### config.mk
export PLATFORM = sky130hd
export DESIGN_NAME = fetch_ctrl
export DESIGN_NICKNAME = d
export VERILOG_FILES = /design/src/rtl/fetch_ctrl.sv
export SDC_FILE = /design/constraint.sdc
export NUM_CORES = 1
export LEC_CHECK = 0
export CAP_MARGIN = 20
export CORE_MARGIN = 2
export CORE_UTILIZATION = 57
export DETAILED_ROUTE_END_ITERATION = 10
export PLACE_DENSITY = 0.86
export SLEW_MARGIN = 20
export SYNTH_ARGS = -nofsm -noshare
export SYNTH_HDL_FRONTEND = slang
export SYNTH_SLANG_ARGS = --single-unit
### constraint.sdc
create_clock -name clk -period 4.5 [get_ports clk]
set_input_delay 0.45 -clock clk [delete_from_list [all_inputs] [get_ports clk]]
set_output_delay 0.45 -clock clk [all_outputs]
set_load 0.1 [all_outputs]
### src/rtl/fetch_ctrl.sv
// Instruction-fetch sequencer: owns the PC, issues req/ack imem reads, presents instructions to decode.
// Fetched data appears on if_* one cycle after ack; a stall freezes if_* and parks one response in a buffer.
module fetch_ctrl #(
    parameter int              XLEN      = 32,
    parameter logic [XLEN-1:0] RESET_PC  = '0,
    parameter int              TIMEOUT_W = 4
) (
    input  logic            clk,
    input  logic            rst,
    input  logic            stall_i,
    input  logic            redirect_i,
    input  logic [XLEN-1:0] redirect_pc_i,
    output logic            pc_sel_o,
    output logic            imem_req_o,
    output logic [XLEN-1:0] imem_addr_o,
    input  logic            imem_ack_i,
    input  logic [31:0]     imem_rdata_i,
    output logic            if_valid_o,
    output logic [XLEN-1:0] if_pc_o,
    output logic [31:0]     if_instr_o,
    output logic            timeout_o
);

    typedef enum logic [2:0] {BOOT, REQ, WAIT, HOLD, DRAIN} state_t;

    localparam logic [TIMEOUT_W-1:0] CNT_MAX  = '1;
    localparam logic [TIMEOUT_W-1:0] CNT_LAST = TIMEOUT_W'((1 << TIMEOUT_W) - 2);

    state_t               state;
    logic [XLEN-1:0]      pc;
    logic [XLEN-1:0]      addr_q;
    logic [XLEN-1:0]      buf_pc;
    logic [31:0]          buf_instr;
    logic [TIMEOUT_W-1:0] cnt;
    logic [XLEN-1:0]      redir_target;
    logic [XLEN-1:0]      pc_inc;

    assign pc_sel_o     = redirect_i;
    assign redir_target = redirect_pc_i & ~XLEN'(3);
    assign pc_inc       = pc + XLEN'(4);

    // REQ issues straight from pc; once a request is outstanding its address comes from addr_q,
    // because a redirect during DRAIN moves pc while the old request is still open.
    assign imem_req_o  = (state == REQ && !stall_i) || state == WAIT || state == DRAIN;
    assign imem_addr_o = (state == WAIT || state == DRAIN) ? addr_q : pc;

    always_ff @(posedge clk or negedge rst) begin
        if (!rst) begin
            state      <= BOOT;
            pc         <= RESET_PC;
            addr_q     <= RESET_PC;
            buf_pc     <= '0;
            buf_instr  <= '0;
            cnt        <= '0;
            timeout_o  <= 1'b0;
            if_valid_o <= 1'b0;
            if_pc_o    <= '0;
            if_instr_o <= '0;
        end else begin
            // Counts consecutive unanswered request cycles; timeout is sticky until reset.
            if (redirect_i) begin
                cnt <= '0;
            end else if (imem_req_o && !imem_ack_i) begin
                if (cnt != CNT_MAX) cnt <= cnt + 1'b1;
                if (cnt == CNT_LAST) timeout_o <= 1'b1;
            end else begin
                cnt <= '0;
            end

            if (redirect_i) begin
                pc         <= redir_target;
                if_valid_o <= 1'b0;
                // An open request that has not been answered must still be drained.
                if (state == DRAIN || (state == WAIT && !imem_ack_i))
                    state <= DRAIN;
                else
                    state <= REQ;
            end else begin
                case (state)
                    BOOT: begin
                        state <= REQ;
                        if (!stall_i) if_valid_o <= 1'b0;
                    end
                    REQ: begin
                        if (!stall_i) begin
                            if (imem_ack_i) begin
                                if_valid_o <= 1'b1;
                                if_pc_o    <= pc;
                                if_instr_o <= imem_rdata_i;
                                pc         <= pc_inc;
                            end else begin
                                if_valid_o <= 1'b0;
                                addr_q     <= pc;
                                state      <= WAIT;
                            end
                        end
                    end
                    WAIT: begin
                        if (imem_ack_i) begin
                            pc <= pc_inc;
                            if (stall_i) begin
                                buf_pc    <= addr_q;
                                buf_instr <= imem_rdata_i;
                                state     <= HOLD;
                            end else begin
                                if_valid_o <= 1'b1;
                                if_pc_o    <= addr_q;
                                if_instr_o <= imem_rdata_i;
                                state      <= REQ;
                            end
                        end else if (!stall_i) begin
                            if_valid_o <= 1'b0;
                        end
                    end
                    HOLD: begin
                        if (!stall_i) begin
                            if_valid_o <= 1'b1;
                            if_pc_o    <= buf_pc;
                            if_instr_o <= buf_instr;
                            state      <= REQ;
                        end
                    end
                    DRAIN: begin
                        if (!stall_i) if_valid_o <= 1'b0;
                        if (imem_ack_i) state <= REQ;
                    end
                    default: state <= BOOT;
                endcase
            end
        end
    end

endmodule

# Yosys cells after proc, flatten, opt, wreduce, memory -nomap -nowiden
# Cells that the tools add are included.
[classes]
n_addsub = 2
eq_ne = 17
mux = 36
n_bitwise = 3
n_reduce_logical = 21
[op_table]
columns = ["op", "count"]
rows = [
  ["$mux W32", 14],
  ["$pmux W32 S3", 2],
  ["$pmux W32 S2", 1],
  ["$add A32 B3 Y32 const B", 1],
  ["$mux W3", 7],
  ["$ne A3 B3 Y1 const B", 5],
  ["$pmux W3 S5", 1],
  ["$mux W4", 3],
  ["$ne A2 B2 Y1 const B", 5],
  ["$reduce_and A4 Y1", 2],
  ["$reduce_and A7 Y1", 1],
  ["$eq A3 B2 Y1 const B", 2],
  ["$mux W1", 6],
  ["$reduce_bool A3 Y1", 2],
  ["$reduce_and A5 Y1", 1],
  ["$reduce_bool A5 Y1", 1],
  ["$add A4 B1 Y4 const B", 1],
  ["$eq A4 B4 Y1 const B", 1],
  ["$logic_or A1 B1 Y1", 4],
  ["$ne A4 B4 Y1 const B", 1],
  ["$pmux W1 S4", 1],
  ["$reduce_and A2 Y1", 2],
  ["$eq A3 B1 Y1 const B", 1],
  ["$eq A3 B3 Y1 const B", 1],
  ["other kinds (8)", 13],
]
[word_totals]
regBits = 201
in_bits = 69
output_inout_bits = 100
wordCells = 89

# Logic depth before layout (Yosys ltp)
[logic_depth]
word_depth = 7
mapped_depth = 7
depth_no_buf = 5

# Least setup slack after synthesis
# No wires, ideal clock.
[synth_path]
path_kind = "register -> output"
start = "register state[1]"
end = "output imem_addr_o[12]"
t_arrival_ps = 3312
required_ps = 4050
setup_slack_ps = 738
path_stages_with_launch = 6
n_path_buf = 2
cell_sequence = "dfrtp_1 clkbuf_1 nand2b_1 a21oi_1 clkbuf_1 o21ai_0"
[synth_via]
elab_chain_len = 3
elab_cells_between_ends = 4
classes_between = "eq/ne (2); mux (1); reduce/logical (1)"
[synth_lines]
columns = ["element", "line_no", "rtl"]
rows = [
  ["start: declaration", "29", "state_t state;"],
  ["start signal: assignment", "49", "state <= BOOT;"],
  ["start signal: assignment", "75", "state <= DRAIN;"],
  ["start signal: assignment", "77", "state <= REQ;"],
  ["$eq A3 B2 Y1 or $eq A3 B3 Y1 (tied branches)", "45", "assign imem_addr_o = (state == WAIT || state == DRAIN) ? addr_q : pc;"],
  ["$logic_or A1 B1 Y1 (*)", "45", ""],
  ["$mux W32 (*)", "45", ""],
  ["end: declaration", "15", "output logic [XLEN-1:0] imem_addr_o,"],
]
# Every way passes the cells marked *; elsewhere a longest branch is shown, timed or not.

# Worst setup path in the final report
[layout_path]
start = "register state[0]"
end = "output imem_req_o"
[layout_via]
elab_chain_len = 4
elab_cells_between_ends = 6
classes_between = "eq/ne (3); reduce/logical (3)"
[layout_lines]
columns = ["element", "line_no", "rtl"]
rows = [
  ["$eq A3 B1 Y1", "44", "assign imem_req_o = (state == REQ && !stall_i) || state == WAIT || state == DRAIN;"],
  ["$logic_and A1 B1 Y1", "44", ""],
  ["$logic_or A1 B1 Y1", "44", ""],
  ["$logic_or A1 B1 Y1 (*)", "44", ""],
  ["end: declaration", "14", "output logic imem_req_o,"],
]
# Marked as above.

==> out/results.txt <==
Routed WL: 21.9 mm
Hold Crit Class: input port to async pin
Port bufs: 164
Dpl ws: 1.43 ns
Die area: 0.0175 mm^2
Net Sw Power: 2.56 mW
Routed len/inst: 17.8 um
Fin crit period: 3.53 ns
Synth async-reset ratio: 1.00
Setup TNS Final: 0 ns
Clock power frac: 0.245
Largest net degree at the start of global routing: 109
Synth-to-layout area growth: 23.7%
Max Root-Sink Buffers: 2
Sequential share of power: 0.381
Status: finished clean
Worst Setup Start Kind: flip-flop
Synth area leader: dfrtp_1
Synth Area in Simple Gates: 0.117
Die width: 132 um
Fin cells: 1232
Root Buffer: clkbuf_16
CTS tree: done
VDD IR-drop max: 328 uV
GPL Wtd Cong: 0.922
Most frequent cell after synthesis: dfrtp_1
Pint: 3.48 mW
Cell Area, Synth: 0.00940 mm^2
Syn Area/Cell: 10.6 um^2
# clock sinks: 194
Register area share after synthesis: 0.517
Cell Area, Placed: 0.0111 mm^2
Chip height: 132 um
Max-slew violations: 0
Boundary pin count: 169
Nets: 1076
Power Dens Cells: 519 mW/mm^2
Comb pwr share: 0.374
Max-Cap Viols: 0
Mux contribution to synthesized area: 0.201
Post-Place Cells: 1201
Initial core utilization: 0.587
Reg2reg path depth: 4
H-tree levels: 4
Synth top cells by count: 194 x dfrtp_1, 99 x nand2_1, 85 x mux2_2
Post-CTS Setup Bufs: 0
Slew headroom: 0.306
Post-Synth XOR/XNOR Area: 0.00932
Vias in the first global route: 7024
Main synth FF type: dfrtp_1
Hold Buf Count CTS: 0
Reg2Reg Setup Slack: 1.55 ns
Drt pass-1 iters: 5
CP max FO: 29
Crit path DAT: 3.08 ns
Yosys warnings: 0
Hold_ws: 0.135 ns
# rows: 46
Routed via count: 7234
CP endpoint kind: primary output
Skew final: 0.00910 ns
Yosys reg bits: 194
Via-per-instance ratio: 5.87
Clock-pin slew on the worst setup and hold paths: 0.07 ns
Dpl hpwl: 14.5 mm
Synth Area in Adders: 0.00506
Final Cell Area: 0.0116 mm^2
Share of cells above drive strength 1: 0.160
CTS buffer count: 17
Total track usage: 0.258
Worst Tran Pin Value: 1.04 ns
Complex-gate fraction of the synthesized area: 0.114
Setup slack after layout: 0.965 ns
Synth area leaders: dfrtp_1 52%, mux2_2 10%, mux2i_1 6.7%, o21ai_0 4.0%, nand2_1 4.0%
Critical R2R Capture: pc[28]
Gr ovfl total: 0
Post-route ant nets: 0
Fmax: 283 MHz
Initial antenna violation count: 0
Reg2Reg Launch Point: state[0]
Largest family of logic cells by synthesized area: multiplexers
Final Hold Vio Count: 0
Syn Inst Count: 883
Finish-stage setup viols: 0
Post-synth EDFFs: 0
CTS resizes: 0
Final period util: 0.785
First DRT Iteration DRCs: 414
DRC Markers: 0
Unrepaired setup endpoints after global routing: no
Antenna cells: 0
Leak: 5.34 nW
Unique cell type count in the Yosys netlist: 59
Yosys top cell area share: 0.517
Clk Latency, worst-skew pair: 0.43 ns
Critical path data required time: 4.05 ns
Core ar.: 0.0160 mm^2
Kind of critical path: flip-flop to primary output
Switch share: 0.424
Global-route wire length before repair: 36.1 mm
[area by class of cell]
class,count,area [um^2]
Sequential cell,194,4860
Fill cell,1154,4380
Multi-Input combinational cell,608,4220
Timing Repair Buffer,174,1670
Clock buffer,22,464
Tap cell,216,270
Clock inverter,9,106
Inverter,9,33.8
[flip-flops by register name, indices dropped and copies added, names as in the netlist]
| signal | flops |
|---|---|
| addr_q | 30 |
| buf_pc | 30 |
| timeout_o | 1 |
| if_instr_o | 32 |
| state | 3 |
| if_valid_o | 1 |
| cnt | 4 |
| pc | 30 |
| if_pc_o | 31 |
| buf_instr | 32 |
[metal layers]
metal	vias to the layer above	GRT usage	part of all wire
met4	0	0.0938	0.021
met3	38	0.0496	0.056
met1	3553	0.359	0.45
li1	3404	-	-
met5	-	0	0
met2	239	0.405	0.47
[cell usage in the layout, fill, tap and decap left out, types with 3 or more instances in the layout]
cell	count
mux2_2	85
clkbuf_1	3
clkbuf_8	3
buf_4	39
nor2b_1	3
xnor2_1	10
and4_1	4
or4_1	12
a31oi_1	15
o31ai_1	11
clkinv_2	3
and3_1	3
ha_1	3
clkbuf_16	17
nor3_1	8
nand3_1	13
nand4_1	15
o21ai_0	75
mux2i_1	63
clkdlybuf4s50_1	132
o21ai_1	10
clkinvlp_4	3
or3_1	4
a21oi_1	37
a211oi_1	5
nand2_1	97
mux2_1	27
nor2_1	59
dfrtp_1	193
nand2b_1	5
inv_1	8
[per-stage QoR]
step / util / total power, mW
finish: 0.726 / 6.03
CTS: 0.726 / 6.06
floorplan: - / 4.00
global route: 0.726 / 6.27
detailed placement: 0.691 / 4.59
global placement: 0.691 / 4.54
[power by group through the flow]
stage | combinational, mW | sequential [mW] | clock [mW]
2_1_floorplan | 0.736 | 3.26 | 0
3_3_place_gp | 2.23 | 2.30 | 0
3_5_place_dp | 2.26 | 2.33 | 0
4_1_cts | 2.27 | 2.29 | 1.50
5_1_grt | 2.35 | 2.34 | 1.57
6_report | 2.26 | 2.30 | 1.48
[kinds of logic (layout without fill, tap and decap cells)]
group / count (synthesis) / in the layout
fa+ha+maj: 4 / 4
flops: 194 / 194
mux: 175 / 175
simple gates: 236 / 236
other cells: 1 / 2
buf+inv: 82 / 214
compound gates: 181 / 181
xor+xnor: 10 / 10
[worst max-delay path by stage]
stage                     cells past startpoint         endpoint      from
after CTS                                     3       imem_req_o  state[0]
after global routing                          3       imem_req_o  state[0]
after global placement                        5       imem_req_o   stall_i
after detailed placement                      5       imem_req_o   stall_i
after floorplan                               5  imem_addr_o[12]  state[1]
final                                         3       imem_req_o  state[0]
[worst max-delay path, stage by stage (launching register included)]
cell and delay [ns]:
dfrtp_2 0.72, nand2b_1 0.51, o22ai_1 0.26, clkdlybuf4s50_1 1.17
No activity file was read; power rests on OpenSTA's default activity.
